### config.mk
export PLATFORM = sky130hd
export DESIGN_NAME = fetch_prefetch
export DESIGN_NICKNAME = d
export VERILOG_FILES = /design/src/rtl/fetch_pkg.sv /design/src/rtl/fetch_fifo.sv /design/src/rtl/fetch_prefetch.sv
export SDC_FILE = /design/constraint.sdc
export NUM_CORES = 1
export LEC_CHECK = 0
export BUFFER_PORTS_ARGS = -buffer_cell sky130_fd_sc_hd__buf_2
export CORE_ASPECT_RATIO = 0.5
export CORE_MARGIN = 3
export CORE_UTILIZATION = 59
export DETAILED_ROUTE_END_ITERATION = 10
export GPL_TIMING_DRIVEN = 0
export PLACE_DENSITY = 0.8
export SYNTH_ARGS = -nofsm -noshare
export SYNTH_HDL_FRONTEND = slang
export SYNTH_SLANG_ARGS = --single-unit
### constraint.sdc
create_clock -name clock -period 4.2 [get_ports clock]
set_input_delay 1.26 -clock clock [delete_from_list [all_inputs] [get_ports clock]]
set_output_delay 1.26 -clock clock [all_outputs]
set_load 0.05 [all_outputs]
### src/rtl/fetch_pkg.sv
// Shared types and defaults for the instruction-fetch front end.
package fetch_pkg;

  localparam int              XLEN             = 32;
  localparam logic [XLEN-1:0] RESET_PC_DEFAULT = 32'h0100_0000;

  typedef logic [XLEN-1:0] instr_t;

  typedef struct packed {
    logic [XLEN-1:0] pc;
    instr_t          instr;
  } fetch_entry_t;

endpackage

### src/rtl/fetch_fifo.sv
// Synchronous instruction queue with flush; head is read straight from the
// storage registers so decode never sees a combinational path from memory.
module fetch_fifo
  import fetch_pkg::*;
#(
  parameter int           DEPTH     = 4,
  parameter fetch_entry_t RST_ENTRY = '0
) (
  input  logic                   clock,
  input  logic                   reset_n,
  input  logic                   flush,
  input  logic                   push,
  input  fetch_entry_t           wr_entry,
  input  logic                   pop,
  output fetch_entry_t           rd_entry,
  output logic [$clog2(DEPTH):0] count,
  output logic                   full,
  output logic                   empty
);

  localparam int AW = $clog2(DEPTH);

  fetch_entry_t  mem_q [DEPTH];
  fetch_entry_t  mem_d [DEPTH];
  logic [AW-1:0] rd_ptr_q, rd_ptr_d;
  logic [AW-1:0] wr_ptr_q, wr_ptr_d;
  logic [AW:0]   count_q, count_d;
  logic          do_push, do_pop;

  assign empty    = (count_q == '0);
  assign full     = (count_q == (AW+1)'(DEPTH));
  assign count    = count_q;
  assign rd_entry = mem_q[rd_ptr_q];

  always_comb begin
    mem_d    = mem_q;
    rd_ptr_d = rd_ptr_q;
    wr_ptr_d = wr_ptr_q;
    count_d  = count_q;
    do_pop   = pop && !empty;
    // A full queue may still accept a write when the head leaves this cycle.
    do_push  = push && (!full || do_pop);
    if (flush) begin
      rd_ptr_d = '0;
      wr_ptr_d = '0;
      count_d  = '0;
    end else begin
      if (do_push) begin
        mem_d[wr_ptr_q] = wr_entry;
        wr_ptr_d        = wr_ptr_q + 1'b1;
      end
      if (do_pop) begin
        rd_ptr_d = rd_ptr_q + 1'b1;
      end
      count_d = count_q + (AW+1)'(do_push) - (AW+1)'(do_pop);
    end
  end

  always_ff @(posedge clock or negedge reset_n) begin
    if (!reset_n) begin
      for (int i = 0; i < DEPTH; i++) begin
        mem_q[i] <= RST_ENTRY;
      end
      rd_ptr_q <= '0;
      wr_ptr_q <= '0;
      count_q  <= '0;
    end else begin
      mem_q    <= mem_d;
      rd_ptr_q <= rd_ptr_d;
      wr_ptr_q <= wr_ptr_d;
      count_q  <= count_d;
    end
  end

endmodule

### src/rtl/fetch_prefetch.sv
// Decoupled fetch front end: credit-limited request issue, in-order response
// tagging, and redirect handling that flushes the queue and drops stale data.
module fetch_prefetch
  import fetch_pkg::*;
#(
  parameter int              XLEN     = fetch_pkg::XLEN,
  parameter logic [XLEN-1:0] RESET_PC = RESET_PC_DEFAULT,
  parameter int              DEPTH    = 4
) (
  input  logic            clock,
  input  logic            reset_n,
  input  logic            redirect_valid,
  input  logic [XLEN-1:0] redirect_pc,
  output logic            imem_req_valid,
  input  logic            imem_req_ready,
  output logic [XLEN-1:0] imem_req_addr,
  input  logic            imem_rsp_valid,
  input  logic [XLEN-1:0] imem_rsp_data,
  output logic            out_valid,
  input  logic            out_ready,
  output logic [XLEN-1:0] out_pc,
  output logic [XLEN-1:0] out_instr
);

  localparam int           CW        = $clog2(DEPTH) + 1;
  localparam fetch_entry_t RST_ENTRY = '{pc: RESET_PC, instr: '0};

  logic [XLEN-1:0] fetch_pc_q, fetch_pc_d;
  logic [XLEN-1:0] rsp_pc_q, rsp_pc_d;
  logic [CW-1:0]   outst_q, outst_d;
  logic [CW-1:0]   drop_q, drop_d;

  logic [XLEN-1:0] target_pc;
  logic [CW:0]     credit_used;
  logic            req_fire, rsp_stale, q_push, q_pop;
  logic            q_full, q_empty;
  logic [CW-1:0]   q_count;
  fetch_entry_t    wr_entry, head;

  assign target_pc = redirect_pc & ~XLEN'(3);

  // outst_q counts live requests, drop_q counts stale ones still in flight;
  // together with the queue they can never exceed DEPTH.
  assign credit_used = {1'b0, q_count} + {1'b0, outst_q} + {1'b0, drop_q};

  assign imem_req_valid = reset_n && !redirect_valid && (credit_used < (CW+1)'(DEPTH));
  assign imem_req_addr  = fetch_pc_q;
  assign req_fire       = imem_req_valid && imem_req_ready;

  assign rsp_stale = (drop_q != '0);
  assign q_push    = imem_rsp_valid && !rsp_stale && !redirect_valid && (!q_full || q_pop);
  assign q_pop     = !q_empty && out_ready && !redirect_valid;

  assign wr_entry.pc    = rsp_pc_q;
  assign wr_entry.instr = imem_rsp_data;

  assign out_valid = !q_empty;
  assign out_pc    = head.pc;
  assign out_instr = head.instr;

  always_comb begin
    fetch_pc_d = fetch_pc_q;
    rsp_pc_d   = rsp_pc_q;
    outst_d    = outst_q;
    drop_d     = drop_q;
    if (redirect_valid) begin
      fetch_pc_d = target_pc;
      rsp_pc_d   = target_pc;
      outst_d    = '0;
      // Every request still in flight is now stale, except one answered now.
      drop_d     = outst_q + drop_q - CW'(imem_rsp_valid);
    end else begin
      if (req_fire) begin
        fetch_pc_d = fetch_pc_q + XLEN'(4);
      end
      if (q_push) begin
        rsp_pc_d = rsp_pc_q + XLEN'(4);
      end
      outst_d = outst_q + CW'(req_fire) - CW'(imem_rsp_valid && !rsp_stale);
      drop_d  = drop_q - CW'(imem_rsp_valid && rsp_stale);
    end
  end

  always_ff @(posedge clock or negedge reset_n) begin
    if (!reset_n) begin
      fetch_pc_q <= RESET_PC;
      rsp_pc_q   <= RESET_PC;
      outst_q    <= '0;
      drop_q     <= '0;
    end else begin
      fetch_pc_q <= fetch_pc_d;
      rsp_pc_q   <= rsp_pc_d;
      outst_q    <= outst_d;
      drop_q     <= drop_d;
    end
  end

  fetch_fifo #(
    .DEPTH     (DEPTH),
    .RST_ENTRY (RST_ENTRY)
  ) u_queue (
    .clock    (clock),
    .reset_n  (reset_n),
    .flush    (redirect_valid),
    .push     (q_push),
    .wr_entry (wr_entry),
    .pop      (q_pop),
    .rd_entry (head),
    .count    (q_count),
    .full     (q_full),
    .empty    (q_empty)
  );

endmodule

==> impl_metrics.csv <==
group,metric,value,unit
pwr,power_density,622,nW/µm²
global_route,first_global_vias,10200,
final_layout,design_area,17600,µm²
logic_synthesis,netlist-cell-type-count,66,
logic_synthesis,yosysMostFrequentCell,"dfrtp_1",
pwr,intPower,6.70,mW
floorplan,rows,40,
floorplan,fp.dieH,120,µm
sta,hold_viol,0,
logic_synthesis,postSynthAreaPerCell,14.4,µm²
global_route,antenna_found_initial,0,
pwr,power.net_switching,4.28,mW
sta,tightest_slew,1050,ps
worst_setup_path,r2r_start,"drop_q[1]$_DFF_PN0_",
pwr,ir_worst_vdd,0.309,mV
global_route,gr-usage-all-layers,26.1,%
placed_design,gp_congestion,0.879,
final_layout,layout-drive-gt1-share,45.8,%
worst_setup_path,reg2reg_to,"imem_req_addr[25]$_DFFE_PN0N_",
clock_tree,cts_hold_buf,0,
clock_tree,cts_buffer_depth,3,
floorplan,core,24700,µm²
worst_setup_path,critPathKind,"reg2reg",
routing,drc_errors,0,
sta,max_slew_margin,29.5,%
sta,fin_hold_ws,485,ps
worst_setup_path,ff2ff_path_depth,10,
worst_setup_path,cp-end-kind,"flop",
worst_setup_path,critPathLaunch,"drop_q[1]$_DFF_PN0_",
run_status,status,"finished, final reports clean",
clock_tree,cts_tree,"done",
sta,finClkSkew,13.8,ps
logic_synthesis,synthTopCellsByArea,"dfrtp_1, mux2_2, mux4_2, buf_6, xnor2_1",
clock_tree,htree_levels,1,
logic_synthesis,synth_cells,1060,
floorplan,die_x,234,µm
routing,postRouteAntennaNets,0,
logic_synthesis,yosysTopAreaCell,"dfrtp_1",
clock_tree,cts.sinks,321,
pwr,clockPowerShare,23.9,%
logic_synthesis,ys.warnings.count,0,
logic_synthesis,synth_edf_count,0,
logic_synthesis,yosys.area.top_type_share,51.6,%
logic_synthesis,ys_seq_elements,321,
routing,routedWlPerCell,22.1,µm
routing,via_per_inst,6.02,
sta,min_period,4130,ps
pwr,finalPower,11.0,mW
job,cap_violations,0,
routing,drt-initial-drc-count,767,
placed_design,hpwl,24.9,mm
final_layout,nets,1355,
global_route,grt_pass1_wl,57.2,mm
logic_synthesis,netlist_area,15300,µm²
pwr,p_leak,8.21,nW
clock_tree,cts_buffers,29,
worst_setup_path,crit_fanout,10,
clock_tree,worstSkewPairLatency,560,ps
logic_synthesis,seq_area_frac_synth,52.6,%
sta,finalMaxSlewViolations,0,
worst_setup_path,regToRegSetupSlack,70,ps
final_layout,area_growth,15.4,%
worst_setup_path,critPathCapture,"imem_req_addr[25]$_DFFE_PN0N_",
pwr,sw_frac_of_total,39.0,%
worst_setup_path,worstPathRequired,4630,ps
routing,first_pass_iters,5,
worst_setup_path,arrival,4570,ps
pwr,comb_power_share,38.9,%
sta,finalSetupViolCount,0,
floorplan,initial_core_util,61.8,%
routing,wl,35.8,mm
routing,via_count,9747,
placed_design,placed_cell_area,16600,µm²
global_route,overflow,0,
final_layout,utilization,71.3,%
sta,fmax,0.242,GHz
clock_tree,cts_root_buf,"clkbuf_16",
global_route,grt_max_degree,135,
worst_setup_path,critPathLaunchType,"flop",
clock_tree,clkTransAtPathRegs,70,ps
logic_synthesis,synth_commonest_cells,"dfrtp_1, mux2_2, mux4_2, nand2_1, xnor2_1",
pwr,seqPwrFrac,37.2,%
sta,rsz0062_at_grt,"yes",
min_path,min_path_type,"reg2reg",
placed_design,port_buffers,160,
sta,post-route-period-util,98.4,%
logic_synthesis,async_flop_share,100,%
floorplan,die_area,28000,µm²
logic_synthesis,ys.flop_type,"dfrtp_1",
floorplan,num_io_pins,168,
## registers in the layout, summed over array words and instances (netlist names)
signal and count:
u_queue.count 3, u_queue.mem_q 248, u_queue.rd_ptr_q 2, drop_q 3, imem_req_addr 30, outst_q 3, u_queue.wr_ptr_q 2, rsp_pc_q 30
## layout make-up
type,count,area (µm²)
Buffer,73,594
Clock inverter,5,86.3
Fill cell,1647,7090
Multi-Input combinational cell,646,6660
Inverter,22,82.6
Antenna cell,1,2.50
Tap cell,336,420
Timing Repair Buffer,169,925
Sequential cell,321,8040
Clock buffer,45,826
## layout by cell type (no fill, tap or decap), types with 17 or more instances in the layout
cell type	n
nand3_1	25
mux2_1	23
inv_1	20
mux4_2	62
buf_2	160
clkbuf_1	35
dfrtp_1	314
nand2_1	40
clkbuf_16	29
nor2_1	27
xnor2_1	31
ha_1	17
xor2_1	19
buf_6	32
mux2_2	247
## layer usage
layer	GRT usage (%)	share of wire, %	vias to the layer above
met1	37.4	44	5110
met3	4.79	6.0	51
met4	4.27	1.5	0
met5	0	0	-
met2	43.0	49	318
li1	-	-	4268
## worst min-delay path by stage
stage,startpoint,end,cells past startpoint
global placement,u_queue.mem_q[119]$_DFFE_PN0P_,u_queue.mem_q[119]$_DFFE_PN0P_,1
finish,u_queue.mem_q[37]$_DFFE_PN0P_,u_queue.mem_q[37]$_DFFE_PN0P_,1
global route,u_queue.mem_q[95]$_DFFE_PN0P_,u_queue.mem_q[95]$_DFFE_PN0P_,1
floorplan,u_queue.mem_q[101]$_DFFE_PN0P_,u_queue.mem_q[101]$_DFFE_PN0P_,1
detailed placement,u_queue.mem_q[37]$_DFFE_PN0P_,u_queue.mem_q[37]$_DFFE_PN0P_,1
CTS,u_queue.mem_q[115]$_DFFE_PN0P_,u_queue.mem_q[115]$_DFFE_PN0P_,1
## stage by stage
stage,worst slack [ps],setup TNS (ps),instances
floorplan,65.5,0,1063
global placement,-5780,-1368880,1559
detailed placement,-345,-600,1561
CTS,-7.79,-7.79,1611
global route,-89.1,-442,1617
finish,67.3,0,1618
## worst max-delay path, stage by stage (launching register included)
cell and delay [ps]:
dfrtp_1 410, inv_2 60, fa_1 470, or2_4 270
fa_2 600, nand4b_1 260, nor4_1 870, clkbuf_1 480
nand3_1 160, xnor2_1 160, mux2_2 260
## power groups by stage
| stage | clock network (mW) | registers [mW] | logic (mW) |
|---|---|---|---|
| 6_report | 2.62 | 4.08 | 4.27 |
| 5_1_grt | 2.81 | 4.15 | 4.51 |
| 4_1_cts | 2.66 | 4.07 | 4.25 |
| 3_5_place_dp | 0 | 4.10 | 4.21 |
| 3_3_place_gp | 0 | 4.05 | 4.12 |
| 2_1_floorplan | 0 | 4.12 | 3.15 |
## cells by family after synthesis
logic type / count (synthesis) / synth area share (%)
multiplexers: 337 / 29.4
flip-flops: 321 / 52.6
AND/OR/NAND/NOR: 171 / 6.17
buffers and inverters: 96 / 4.16
AO/OA/AOI/OAI: 60 / 2.58
XOR/XNOR: 51 / 2.92
adder cells (fa/ha/maj): 23 / 2.18
other: 1 / 0.0245
## timing repair
action,in CTS,in global routing
setup endpoints to repair,61,11
buffers inserted,1,6
gates resized for setup,17,6
pin swaps,0,3
No activity file was read; power rests on OpenSTA's default activity.
